`src/rtl/key_move_ctrl.sv`:
```
// Keyboard conditioner between the SoC keycode export and the game block:
// per-frame debounce, WASD auto-repeat moves over valid/ready, Enter start pulse.
module key_move_ctrl #(
  parameter int unsigned DEBOUNCE_FRAMES = 2,
  parameter int unsigned REPEAT_DELAY    = 15,
  parameter int unsigned REPEAT_PERIOD   = 8
) (
  input  logic       Clk,
  input  logic       Reset_n,
  input  logic [7:0] Keycode,
  input  logic       FrameSync,
  input  logic       Move_ready,
  output logic       Move_valid,
  output logic [1:0] Move_dir,
  output logic       Start_pulse,
  output logic       Key_active,
  output logic [7:0] Drop_count
);

  typedef enum logic [2:0] {
    ST_IDLE     = 3'd0,
    ST_DEBOUNCE = 3'd1,
    ST_HELD     = 3'd2,
    ST_REPEAT   = 3'd3,
    ST_LATCHED  = 3'd4
  } state_t;

  localparam logic [7:0] DB_LAST = 8'(DEBOUNCE_FRAMES - 1);
  localparam logic [7:0] RD_LAST = 8'(REPEAT_DELAY - 1);
  localparam logic [7:0] RP_LAST = 8'(REPEAT_PERIOD - 1);

  function automatic logic is_move(input logic [7:0] k);
    return (k == 8'h1A) || (k == 8'h04) || (k == 8'h16) || (k == 8'h07);
  endfunction

  function automatic logic is_start(input logic [7:0] k);
    return (k == 8'h28);
  endfunction

  function automatic logic [1:0] dir_of(input logic [7:0] k);
    case (k)
      8'h1A:   return 2'b00;
      8'h04:   return 2'b01;
      8'h16:   return 2'b10;
      default: return 2'b11;
    endcase
  endfunction

  state_t     state_r, state_nxt_s;
  logic [7:0] key_r, cand_r, cand_nxt_s, cnt_r, cnt_nxt_s, drop_r, drop_nxt_s;
  logic       fs_q_r, ftick_s, emit_s, start_s, xfer_s;
  logic       move_valid_r, valid_nxt_s, start_pulse_r, key_active_r, active_nxt_s;
  logic [1:0] move_dir_r, dir_nxt_s;

  assign ftick_s = FrameSync & ~fs_q_r;
  assign xfer_s  = move_valid_r & Move_ready;

  // Next-state logic: a key change overrides any frame-tick driven transition.
  always_comb begin
    state_nxt_s = state_r;
    cand_nxt_s  = cand_r;
    cnt_nxt_s   = cnt_r;
    emit_s      = 1'b0;
    start_s     = 1'b0;
    if (key_r != cand_r) begin
      cand_nxt_s = key_r;
      cnt_nxt_s  = 8'd0;
      if (is_move(key_r) || is_start(key_r)) begin
        state_nxt_s = ST_DEBOUNCE;
      end else begin
        state_nxt_s = ST_IDLE;
      end
    end else if (ftick_s) begin
      case (state_r)
        ST_IDLE: state_nxt_s = ST_IDLE;
        ST_DEBOUNCE: begin
          if (cnt_r == DB_LAST) begin
            cnt_nxt_s = 8'd0;
            if (is_move(cand_r)) begin
              emit_s      = 1'b1;
              state_nxt_s = ST_HELD;
            end else if (is_start(cand_r)) begin
              start_s     = 1'b1;
              state_nxt_s = ST_LATCHED;
            end else begin
              state_nxt_s = ST_IDLE;
            end
          end else begin
            cnt_nxt_s = cnt_r + 8'd1;
          end
        end
        ST_HELD: begin
          if (cnt_r == RD_LAST) begin
            emit_s      = 1'b1;
            cnt_nxt_s   = 8'd0;
            state_nxt_s = ST_REPEAT;
          end else begin
            cnt_nxt_s = cnt_r + 8'd1;
          end
        end
        ST_REPEAT: begin
          if (cnt_r == RP_LAST) begin
            emit_s    = 1'b1;
            cnt_nxt_s = 8'd0;
          end else begin
            cnt_nxt_s = cnt_r + 8'd1;
          end
        end
        ST_LATCHED: state_nxt_s = ST_LATCHED;
        default: begin
          state_nxt_s = ST_IDLE;
          cnt_nxt_s   = 8'd0;
        end
      endcase
    end else begin
      state_nxt_s = state_r;
    end
  end

  // Single-entry move buffer: a move arriving while the slot stays occupied is dropped.
  always_comb begin
    valid_nxt_s = move_valid_r;
    dir_nxt_s   = move_dir_r;
    drop_nxt_s  = drop_r;
    if (emit_s) begin
      if (!move_valid_r || xfer_s) begin
        valid_nxt_s = 1'b1;
        dir_nxt_s   = dir_of(cand_r);
      end else if (drop_r != 8'hFF) begin
        drop_nxt_s = drop_r + 8'd1;
      end else begin
        drop_nxt_s = drop_r;
      end
    end else if (xfer_s) begin
      valid_nxt_s = 1'b0;
    end else begin
      valid_nxt_s = move_valid_r;
    end
    active_nxt_s = (state_nxt_s == ST_HELD) || (state_nxt_s == ST_REPEAT);
  end

  // State and output registers with synchronous active-low reset.
  always_ff @(posedge Clk) begin
    if (!Reset_n) begin
      state_r       <= ST_IDLE;
      key_r         <= 8'h00;
      cand_r        <= 8'h00;
      cnt_r         <= 8'd0;
      fs_q_r        <= 1'b1;
      move_valid_r  <= 1'b0;
      move_dir_r    <= 2'b00;
      start_pulse_r <= 1'b0;
      key_active_r  <= 1'b0;
      drop_r        <= 8'd0;
    end else begin
      state_r       <= state_nxt_s;
      key_r         <= Keycode;
      cand_r        <= cand_nxt_s;
      cnt_r         <= cnt_nxt_s;
      fs_q_r        <= FrameSync;
      move_valid_r  <= valid_nxt_s;
      move_dir_r    <= dir_nxt_s;
      start_pulse_r <= start_s;
      key_active_r  <= active_nxt_s;
      drop_r        <= drop_nxt_s;
    end
  end

  assign Move_valid  = move_valid_r;
  assign Move_dir    = move_dir_r;
  assign Start_pulse = start_pulse_r;
  assign Key_active  = key_active_r;
  assign Drop_count  = drop_r;

endmodule
```
`config.mk`:
```
export PLATFORM = sky130hd
export DESIGN_NAME = key_move_ctrl
export DESIGN_NICKNAME = d
export VERILOG_FILES = /design/src/rtl/key_move_ctrl.sv
export SDC_FILE = /design/constraint.sdc
export NUM_CORES = 1
export LEC_CHECK = 0
export ABC_AREA = 1
export CAP_MARGIN = 20
export CORE_ASPECT_RATIO = 0.8
export CORE_MARGIN = 3
export CORE_UTILIZATION = 50
export CTS_BUF_LIST = sky130_fd_sc_hd__clkbuf_16
export DETAILED_ROUTE_END_ITERATION = 8
export GPL_TIMING_DRIVEN = 0
export PLACE_DENSITY = 0.75
export SLEW_MARGIN = 20
export SYNTH_ARGS = -nofsm -noshare
export SYNTH_HDL_FRONTEND = slang
export SYNTH_SLANG_ARGS = --single-unit
export TNS_END_PERCENT = 1
```
`constraint.sdc`:
```
create_clock -name Clk -period 1.69 [get_ports Clk]
set_input_delay 0.338 -clock Clk [delete_from_list [all_inputs] [get_ports Clk]]
set_output_delay 0.338 -clock Clk [all_outputs]
set_load 0.03 [all_outputs]
```
==> results of run 1 <==
[state kept, by name, summed over array words and instances (netlist names), 2 cells and up, named ones only]
name / flops
state_r: 2
Move_dir: 2
cand_r: 8
key_r: 8
cnt_r: 8
Drop_count: 8
[worst paths after layout]
path	end	depth (start not counted)	slack, ns
setup / recovery	Drop_count[7]	10	0.04
hold reg to reg	Move_dir[1]	2	0.45
setup reg to reg	Drop_count[7]	10	0.04
hold / removal	fs_q_r	3	0.36
[logic make-up (layout without fill, tap and decap cells)]
kind of cell | count (synthesis) | count (layout) | share of synthesized area
adder cells (fa/ha/maj) | 4 | 4 | 0.02360
XOR/XNOR | 8 | 8 | 0.03304
buffers and inverters | 67 | 101 | 0.1233
AO/OA/AOI/OAI | 36 | 36 | 0.09675
AND/OR/NAND/NOR | 159 | 160 | 0.3363
flip-flops | 41 | 41 | 0.3870
[through the flow]
step / util / hold slack, ns
6_report: 0.6854 / 0.3556
5_1_grt: 0.6854 / 0.3784
4_1_cts: 0.6634 / 0.3572
3_5_place_dp: 0.6166 / 0.4425
3_3_place_gp: 0.6166 / 0.4379
2_1_floorplan: - / 0.4301
[per-layer routing]
metal,track usage,wire [um],vias to the layer above
met3,0.04930,317,10
met2,0.2966,1973,68
li1,-,-,1056
met1,0.2634,2175,858
met4,0.06652,70,0
met5,0,0,-
[worst min-delay path, delay by kind of cell]
| kind | cells | cell delay [ns] |
|---|---|---|
| buf+inv | 2 | 0.23 |
| simple gates | 1 | 0.04 |
[cell type report]
class	count	area (um2)
sequential	41	832.0
inverter	63	239.0
clock inverter	2	7.507
multi-input combinational	208	1132
timing repair buffer	27	264.0
buffer	4	23.77
fill	327	1236
clock buffer	5	125.1
tap	55	68.82
[Yosys cell counts]
| cell | count | area share |
|---|---|---|
| nand2_1 | 83 | 0.15 |
| inv_1 | 60 | 0.11 |
| dfxtp_1 | 41 | 0.39 |
| nor2_1 | 30 | 0.053 |
| nand3_1 | 23 | 0.054 |
| a21oi_1 | 15 | 0.035 |
| o21ai_0 | 11 | 0.026 |
| nor3_1 | 8 | 0.019 |
| xnor2_1 | 6 | 0.025 |
| ha_1 | 4 | 0.024 |
| nand4_1 | 3 | 0.0089 |
| a211oi_1 | 2 | 0.0071 |
| a221oi_1 | 2 | 0.0083 |
| a31oi_1 | 2 | 0.0059 |
| clkbuf_1 | 2 | 0.0035 |
| inv_2 | 2 | 0.0035 |
| nor2_2 | 2 | 0.0059 |
| nor4_1 | 2 | 0.0059 |
| o21ai_1 | 2 | 0.0047 |
| xor2_1 | 2 | 0.0083 |
| and3_1 | 1 | 0.0030 |
| buf_2 | 1 | 0.0024 |
| buf_6 | 1 | 0.0053 |
| clkinv_2 | 1 | 0.0024 |
| nand2_4 | 1 | 0.0053 |
| nand3_4 | 1 | 0.0083 |
| nand3b_1 | 1 | 0.0035 |
| nor2_4 | 1 | 0.0053 |
| nor2_8 | 1 | 0.0094 |
| nor3_2 | 1 | 0.0047 |
| o211ai_2 | 1 | 0.0059 |
| o21bai_1 | 1 | 0.0035 |
| or2_0 | 1 | 0.0030 |
[repair_timing]
| item | CTS | global route |
|---|---|---|
| resized for setup | 14 | 21 |
| gates cloned | 1 | 0 |
| pin swaps | 9 | 9 |
| endpoints found under the setup margin | 12 | 17 |
| setup buffers | 2 | 2 |
[power groups by stage]
stage / Sequential, mW / Clock (mW) / Combinational, mW
finish: 1.00 / 0.871 / 0.134
floorplan: 1.02 / 0 / 0.0889
global route: 1.01 / 0.930 / 0.152
global placement: 1.03 / 0 / 0.128
detailed placement: 1.03 / 0 / 0.130
CTS: 1.01 / 0.887 / 0.133
==> metrics.md, run 1 <==
| Metric | Value |
|---|---|
| Reg2reg start | `cnt_r[3]` |
| Critical Path Max Stage Delay | `0.38 ns` |
| Pwr Density | `between 700 and 800 nW/um2` |
| Post-Syn Area per Cell | `6.733 um2` |
| Hold_sp | `FrameSync` |
| Max Clock Freq | `607.2 MHz` |
| Die height | `64.25 um` |
| Worst-path fanout max | `6` |
| Clk network pwr share | `0.434` |
| Starting Density | `0.5398` |
| Cell internal pwr | `1.572 mW` |
| Skew-Pair Late Insertion Delay | `roughly 0.28 ns` |
| Nets@finish | `~370` |
| P_sw | `around 0.44 mW` |
| Hold Path Class | `in -> reg` |
| CTS Buf Count | `5` |
| Outcome | `finished clean` |
| RSZ-0062 raised after global routing | `true` |
| TNS Setup | `0 ns` |
| Yosys reg bits | `between 40 and 50` |
| Most common cell after layout, fill and taps aside | `nand2_1` |
| Setup Viol. Count Final | `0` |
| GR Util All Layers | `0.1932` |
| Flop pwr share | `0.500` |
| Slew at the pin with the worst max-slew slack | `0.4386 ns` |
| DIE WIDTH | `between 70 and 80 um` |
| Slew headroom | `0.7076` |
| DIE AREA | `around 5000 um2` |
| Syn nets | `331` |
| Cell total after placement | `393` |
| Combinational fraction of design power | `0.067` |
| Crit path from | `cnt_r[3]` |
| Mapped Area | `approximately 2100 um2` |
| Pins Over Slew Limit | `0` |
| WP buf/inv | `1` |
| Worst path cell trace | `inv_1, nand3_1, nor3_2, nand2_2, nand2_4, nand3_4, nor2_4, nand3_2, nand2_1, nor2_1` |
| Leak Pwr | `1.248 nW` |
| Largest net degree at the start of global routing | `12` |
| DRT Pass-1 Iters | `4` |
| Initial DRC count | `158` |
| First-pass GRT wire length | `7.769 mm` |
| Placed cell area | `2422 um2` |
| Placer Congestion | `0.9054` |
| Final Power | `2.010 mW` |
| CTS Sinks | `41` |
| Routed wire length | `4.536 mm` |
| Via count | `1992` |
| Antenna Nets Post-Route | `0` |
| Crit path capture type | `flip-flop` |
| Post-DP HPWL | `3.164 mm` |
| Non-filler instance count after layout | `405` |
| Post-CTS Hold Buffers | `0` |
| Tmin final | `1.647 ns` |
| Setup crit start kind | `flip-flop` |
| Total grt overflow | `0` |
| Max IR drop VDD | `~0.57 mV` |
| WP data arrival | `~1.8 ns` |
| Critical path class | `reg -> reg` |
| Cell area after layout | `2693 um2` |
| Synth-to-Final Area Change | `26.96%` |
| Clk slew on worst S/H paths | `approximately 0.050 ns` |
| Top Ports | `25` |
| Most frequent cells in the layout | `nand2_1, inv_1, dfxtp_1, nor2_1, nand3_1` |
| Row count | `20` |
| Post-Syn Instances | `315` |
| Post-Place Setup Slack | `-0.4544 ns` |
| Vias in the first global route | `1772` |
| Register area share after synthesis | `0.3870` |
| Routed length per instance | `11.20 um` |
| Drc violations | `0` |
| N_diodes | `0` |
| Count of different cell masters after synthesis | `33` |
| Max clock buf depth | `2` |
| Critical Path RT | `1.87 ns` |
| CP max-delay cell | `dfxtp_1` |
| Synthesis warning total | `0` |
| Max Cap Viol | `0` |
| Total core area | `3929 um2` |
| Switching share of power | `0.2178` |
| TritonCTS clock tree | `done` |
| Initial antenna violation count | `0` |
| Fin crit share | `0.9745` |
| Clk_skew | `~0.0035 ns` |
| Via density | `4.919` |
| CTS root buf | `clkbuf_16` |
| Share of post-route cells with drive strength above 1 | `0.1286` |
| Port-buffer cells | `23` |
| H-Tree Depth | `2` |
| CP delay by family, top | `simple AND/OR/NAND/NOR gates` |
| Worst Setup Slack, final | `0.04304 ns` |
| Fin. Hold Viols | `0` |
Power figures use the tool's default switching activity.
==> inputs of run 2 (changes only) <==
- GPL_TIMING_DRIVEN: 0 -> 1
- PLACE_DENSITY: 0.75 -> not set
- PLACE_DENSITY_LB_ADDON: not set -> 0.1
==> run 2 against run 1 <==
Effect of this change: critical path depth down 9; non-clock buffer count up 18; count of clock-buffer cells in the layout unchanged; worst hold slack worse by 0.090 ns; cell area up 7.4%; highest routed layer unchanged.
==> metrics.md, run 2 (synthesized netlist as in run 1, its figures left out) <==
| Metric | Value |
|---|---|
| Outcome | `finished clean (unchanged)` |
| Row count | `20 (unchanged)` |
| Post-Place Setup Slack | `-0.3898 ns (was -0.4544 ns)` |
| Worst Setup Slack, final | `0.02964 ns (was 0.04304 ns)` |
| Share of post-route cells with drive strength above 1 | `0.1951 (was 0.1286)` |
| Routed length per instance | `11.50 um (was 11.20 um)` |
| Max Clock Freq | `602.3 MHz (was 607.2 MHz)` |
| Hold Path Class | `in -> reg (unchanged)` |
| Drc violations | `0 (unchanged)` |
| Largest net degree at the start of global routing | `27 (was 12)` |
| Clk network pwr share | `0.514 (was 0.434)` |
| Placer Congestion | `0.8807 (was 0.9054)` |
| Hold_sp | `FrameSync (unchanged)` |
| DIE WIDTH | `78.82 um (unchanged)` |
| Most common cell after layout, fill and taps aside | `nand2_1 (unchanged)` |
| Synth-to-Final Area Change | `36.34% (was 26.96%)` |
| Reg2reg start | `cnt_r[6] (was cnt_r[3])` |
| Hold Crit Depth | `3 (unchanged)` |
| Initial antenna violation count | `0 (unchanged)` |
| Cell internal pwr | `1.900 mW (was 1.572 mW)` |
| Worst path cell trace | `clkdlybuf4s50_1 (was inv_1, nand3_1, nor3_2, nand2_2, nand2_4, nand3_4, nor2_4, nand3_2, nand2_1, nor2_1)` |
| Slew at the pin with the worst max-slew slack | `0.3764 ns (was 0.4386 ns)` |
| Flop pwr share | `0.422 (was 0.500)` |
| Setup Viol. Count Final | `0 (unchanged)` |
| Switching share of power | `0.2019 (was 0.2178)` |
| First-pass GRT wire length | `8.100 mm (was 7.769 mm)` |
| Worst-path fanout max | `2 (was 6)` |
| Tmin final | `1.660 ns (was 1.647 ns)` |
| Top Ports | `25 (unchanged)` |
| DRT Pass-1 Iters | `6 (was 4)` |
| Slew headroom | `0.7481 (was 0.7076)` |
| Max clock buf depth | `2 (unchanged)` |
| Cell area after layout | `2892 um2 (was 2693 um2)` |
| CTS root buf | `clkbuf_16 (unchanged)` |
| Max Cap Viol | `0 (unchanged)` |
| Hold endpoint | `fs_q_r (unchanged)` |
| N_diodes | `0 (unchanged)` |
| Critical Path Max Stage Delay | `0.68 ns (was 0.38 ns)` |
| Final Power | `2.380 mW (was 2.010 mW)` |
| GR Util All Layers | `0.2028 (was 0.1932)` |
| Worst R2R Path Depth | `9 (was 10)` |
| Via density | `4.910 (was 4.919)` |
| WP data arrival | `1.32 ns (was 1.82 ns)` |
| Clk_skew | `0.005435 ns (was 0.003514 ns)` |
| TritonCTS clock tree | `done (unchanged)` |
| Clk slew on worst S/H paths | `0.06 ns (was 0.05 ns)` |
| Cell total after placement | `412 (was 393)` |
| Via count | `2082 (was 1992)` |
| DIE AREA | `5064 um2 (unchanged)` |
| Skew-Pair Late Insertion Delay | `0.29 ns (was 0.28 ns)` |
| Pwr Density | `823.2 nW/um2 (was 746.4 nW/um2)` |
| Pins Over Slew Limit | `0 (unchanged)` |
| Non-filler instance count after layout | `424 (was 405)` |
| FF/Latch Area | `833.3 um2 (was 832.0 um2)` |
| Critical path class | `reg -> out (was reg -> reg)` |
| Max IR drop VDD | `0.5542 mV (was 0.5735 mV)` |
| Nets@finish | `384 (was 366)` |
| Setup crit start kind | `flip-flop (unchanged)` |
| CTS Sinks | `41 (unchanged)` |
| Hold WS | `0.2659 ns (was 0.3556 ns)` |
| Most frequent cells in the layout | `nand2_1, inv_1, dfxtp_1, nor2_1, buf_4 (was nand2_1, inv_1, dfxtp_1, nor2_1, nand3_1)` |
| Initial DRC count | `125 (was 158)` |
| Fill cells | `337 (was 327)` |
| Leak Pwr | `1.375 nW (was 1.248 nW)` |
| CP delay by family, top | `buffers and inverters (was simple AND/OR/NAND/NOR gates)` |
| Routed wire length | `4.875 mm (was 4.536 mm)` |
| Fin crit share | `0.9825 (was 0.9745)` |
| H-Tree Depth | `2 (unchanged)` |
| Total core area | `3929 um2 (unchanged)` |
| Placed cell area | `2574 um2 (was 2422 um2)` |
| R2r endpoint | `Move_dir[1] (was Drop_count[7])` |
| Vias in the first global route | `1850 (was 1772)` |
| Crit path capture type | `output port (was flip-flop)` |
| Total grt overflow | `0 (unchanged)` |
| Post-CTS Hold Buffers | `0 (unchanged)` |
| Port-buffer cells | `24 (was 23)` |
| RSZ-0062 raised after global routing | `true (unchanged)` |
| Antenna Nets Post-Route | `0 (unchanged)` |
| CP max-delay cell | `clkdlybuf4s50_1 (was dfxtp_1)` |
| CTS Buf Count | `5 (unchanged)` |
| Reg2Reg Setup Slack | `0.04 ns (about the same)` |
| Combinational fraction of design power | `0.064 (was 0.067)` |
| Fin. Hold Viols | `0 (unchanged)` |
| Die height | `64.25 um (unchanged)` |
| Multi-input gate area | `1130 um2 (was 1132 um2)` |
| WP buf/inv | `1 (unchanged)` |
| Starting Density | `0.5398 (unchanged)` |
| P_sw | `0.4806 mW (was 0.4377 mW)` |
| Critical Path RT | `1.35 ns (was 1.87 ns)` |
| Post-DP HPWL | `3.465 mm (was 3.164 mm)` |
run 2: cell types whose count changed in the layout (fill, tap and decap cells not counted), sizes merged:
| cell | previous run | this run |
|---|---|---|
| buf | 6 | 25 |
| bufinv | 0 | 2 |
| clkbuf | 7 | 5 |
| dlygate4sd2 | 3 | 4 |
| inv | 64 | 63 |
run 2: how the worst max path moves through the flow:
| stage | startpoint | end | slack, ns | depth (start not counted) |
|---|---|---|---|---|
| global placement | FrameSync | Drop_count[7] | -0.36 | 11 |
| finish | Move_dir[1] | Move_dir[1] | 0.03 | 1 |
| global route | cnt_r[6] | Drop_count[6] | -0.11 | 11 |
| detailed placement | FrameSync | Drop_count[1] | -0.39 | 10 |
| CTS | Drop_count[0] | Drop_count[1] | 0.0005 | 9 |
| floorplan | cnt_r[0] | Drop_count[7] | 0.03 | 12 |
run 2: through the flow:
step	setup TNS (ns)	util
final	0	0.7360
after CTS	0	0.7061
after floorplan	0	-
after detailed placement	-6.087	0.6551
after global routing	-0.5995	0.7360
after global placement	-5.682	0.6551
run 2: power by group through the flow:
| stage | logic [mW] | registers (mW) | clock network (mW) |
|---|---|---|---|
| 2_1_floorplan | 0.0889 | 1.02 | 0 |
| 3_3_place_gp | 0.139 | 1.03 | 0 |
| 3_5_place_dp | 0.141 | 1.03 | 0 |
| 4_1_cts | 0.144 | 1.01 | 1.24 |
| 5_1_grt | 0.173 | 1.01 | 1.28 |
| 6_report | 0.152 | 1.01 | 1.22 |
run 2: layer usage:
layer / routed length [um] / vias up / track usage
met5: 0 / - / 0
met3: 301 / 8 / 0.04366
met2: 2139 / 61 / 0.3093
met1: 2346 / 925 / 0.2779
li1: - / 1088 / -
met4: 87 / 0 / 0.08369
run 2: cell type report:
type / count / share of cell area
flip-flops and latches: 41 / 0.2882
clock buffers: 5 / 0.04327
repair buffers: 49 / 0.1489
multi-input cells: 208 / 0.3907
well taps: 55 / 0.02380
clock inverters: 3 / 0.02250
inverters: 63 / 0.08265
run 2: timing repair:
action | CTS | global route
pin swaps | 0 | 18
endpoints found under the setup margin | 16 | 20
gates resized for setup | 12 | 30
hold endpoints to repair | 0 | 0
buffers inserted | 0 | 3
gates cloned | 0 | 1
==> inputs of run 3 (changes only) <==
- PLACE_DENSITY: not set -> 0.75
- PLACE_DENSITY_LB_ADDON: 0.1 -> not set
==> run 3 against run 2 <==
Effect of this change: first-iteration DRC count rose by 14%; maximum frequency fell by 0.11%; cell area fell by 2.0%; final cell count rose by 0.24%; clock skew rose by 0.00099 ns; global-route usage barely moved; die area did not move; combinational power barely moved; non-clock buffer count rose by 1; utilization fell by 1.5 points; count of clock-buffer cells in the layout did not move.
==> metrics.md, run 3 (synthesized netlist as in run 1, its figures left out) <==
| Metric | Value |
|---|---|
| Setup crit start kind | `flip-flop (unchanged)` |
| Total grt overflow | `0 (unchanged)` |
| RSZ-0062 raised after global routing | `true (unchanged)` |
| Fin. Hold Viols | `0 (unchanged)` |
| Cell total after placement | `413 (was 412)` |
| DIE AREA | `5064 um2 (unchanged)` |
| Via density | `4.875 (was 4.910)` |
| H-Tree Depth | `2 (unchanged)` |
| Fin crit share | `0.9836 (was 0.9825)` |
| Hold Path Class | `in -> reg (unchanged)` |
| CTS Buf Count | `5 (unchanged)` |
| Share of post-route cells with drive strength above 1 | `0.1838 (was 0.1951)` |
| Most common cell after layout, fill and taps aside | `nand2_1 (unchanged)` |
| Max Cap Viol | `0 (unchanged)` |
| Slew at the pin with the worst max-slew slack | `0.4181 ns (was 0.3764 ns)` |
| Critical Path Max Stage Delay | `0.33 ns (was 0.68 ns)` |
| Placer Congestion | `0.8940 (was 0.8807)` |
| Worst path cell trace | `ha_1, nand2_1, nor3_2, a21oi_2, nand3_4, nor2_4, nand3_2, nand2_1, nor2_1 (was clkdlybuf4s50_1)` |
| Most frequent cells in the layout | `nand2_1, inv_1, dfxtp_1, buf_4, nor2_1 (was nand2_1, inv_1, dfxtp_1, nor2_1, buf_4)` |
| TritonCTS clock tree | `done (unchanged)` |
| Drc violations | `0 (unchanged)` |
| Via count | `2072 (was 2082)` |
| Final Power | `2.044 mW (was 2.380 mW)` |
| Antenna Nets Post-Route | `0 (unchanged)` |
| First-pass GRT wire length | `8.073 mm (was 8.100 mm)` |
| Top Ports | `25 (unchanged)` |
| Clk_skew | `0.006424 ns (was 0.005435 ns)` |
| Max Clock Freq | `601.6 MHz (was 602.3 MHz)` |
| CP max-delay cell | `dfxtp_2 (was clkdlybuf4s50_1)` |
| Pwr Density | `721.2 nW/um2 (was 823.2 nW/um2)` |
| Port-buffer cells | `24 (unchanged)` |
| Row count | `20 (unchanged)` |
| Total core area | `3929 um2 (unchanged)` |
| Post-DP HPWL | `3.311 mm (was 3.465 mm)` |
| Critical path class | `reg -> reg (was reg -> out)` |
| Post-CTS Hold Buffers | `0 (unchanged)` |
| CTS Sinks | `41 (unchanged)` |
| Slew headroom | `0.7191 (was 0.7481)` |
| DRT Pass-1 Iters | `4 (was 6)` |
| Setup Viol. Count Final | `0 (unchanged)` |
| Outcome | `finished clean (unchanged)` |
| Routed length per instance | `11.59 um (was 11.50 um)` |
| Worst-path fanout max | `5 (was 2)` |
| CTS root buf | `clkbuf_16 (unchanged)` |
| WP data arrival | `1.84 ns (was 1.32 ns)` |
| CP delay by family, top | `simple AND/OR/NAND/NOR gates (was buffers and inverters)` |
| Initial antenna violation count | `0 (unchanged)` |
| Tmin final | `1.662 ns (was 1.660 ns)` |
| Die height | `64.25 um (unchanged)` |
| Crit path capture type | `flip-flop (was output port)` |
| Routed wire length | `4.927 mm (was 4.875 mm)` |
| Nets@finish | `385 (was 384)` |
| Leak Pwr | `1.346 nW (was 1.375 nW)` |
| Starting Density | `0.5398 (unchanged)` |
| Largest net degree at the start of global routing | `27 (unchanged)` |
| Non-filler instance count after layout | `425 (was 424)` |
| WP buf/inv | `0 (was 1)` |
| Most used cell, CP | `nand2_1` |
| DIE WIDTH | `78.82 um (unchanged)` |
| Max IR drop VDD | `0.6127 mV (was 0.5542 mV)` |
| Synth-to-Final Area Change | `33.63% (was 36.34%)` |
| GR Util All Layers | `0.2029 (was 0.2028)` |
| Final core occ | `0.7213 (was 0.7360)` |
| Pins Over Slew Limit | `0 (unchanged)` |
| Initial DRC count | `143 (was 125)` |
| N_diodes | `0 (unchanged)` |
| Max clock buf depth | `2 (unchanged)` |
| Vias in the first global route | `1804 (was 1850)` |
| Hold WS | `0.2704 ns (was 0.2659 ns)` |
| Clk slew on worst S/H paths | `0.06 ns (about the same)` |
| Skew-Pair Late Insertion Delay | `0.28 ns (was 0.29 ns)` |
| Critical Path RT | `1.87 ns (was 1.35 ns)` |
==> run 3: changes by cell type in the layout (fill, tap and decap cells not counted), moves of 2 or more <==
cell / previous run / this run
dfxtp_2: 7 / 2
bufinv_16: 2 / 0
nor3_2: 2 / 4
clkinv_1: 0 / 2
dfxtp_1: 33 / 37
==> run 3: final timing paths <==
kind | startpoint | slack, ns | endpoint | depth (start not counted)
hold reg to reg | key_r[6] | 0.46 | cand_r[6] | 2
setup / recovery | Drop_count[0] | 0.03 | Drop_count[7] | 9
setup reg to reg | Drop_count[0] | 0.03 | Drop_count[7] | 9
hold / removal | FrameSync | 0.27 | fs_q_r | 3
==> run 3: area by class of cell <==
type | count | area (um2)
multi-input combinational | 208 | 1120
sequential | 41 | 830.8
fill | 337 | 1095
inverter | 63 | 237.7
timing repair buffer | 50 | 439.2
tap | 55 | 68.82
clock buffer | 5 | 125.1
clock inverter | 3 | 12.51
==> run 3: timing repair <==
action,in CTS,in global routing
setup endpoints to repair,15,18
pin swaps,1,11
resized for setup,10,26
cloned,1,0
buffers inserted,0,3
==> run 3: power breakdown <==
| part | internal (mW) | switching [mW] | total [mW] |
|---|---|---|---|
| Sequential | 0.984 | 0.0167 | 1.00 |
| Combinational | 0.0711 | 0.0796 | 0.151 |
| Clock | 0.533 | 0.359 | 0.892 |
| Total | 1.59 | 0.455 | 2.04 |
==> run 3: worst min-delay path: cells and delay by family <==
family	cells	cell delay, ns
and+or+nand+nor	1	0.05
buffers and inverters	2	0.13
==> run 3: routing by layer <==
layer	global-route usage	wire (um)	vias to the layer above
met1	0.2682	2300	895
met2	0.3220	2148	73
met4	0.08369	139	0
met3	0.04225	339	12
li1	-	-	1092
met5	0	0	-
==> run 3: stage by stage <==
| step | area (um2) | worst slack [ns] | setup TNS, ns |
|---|---|---|---|
| CTS | 2743 | 0.008065 | 0 |
| global placement | 2581 | -0.3756 | -5.346 |
| global route | 2834 | -0.09083 | -0.4702 |
| detailed placement | 2581 | -0.4114 | -6.096 |
| floorplan | 2123 | 0.03010 | 0 |
| finish | 2834 | 0.02779 | 0 |
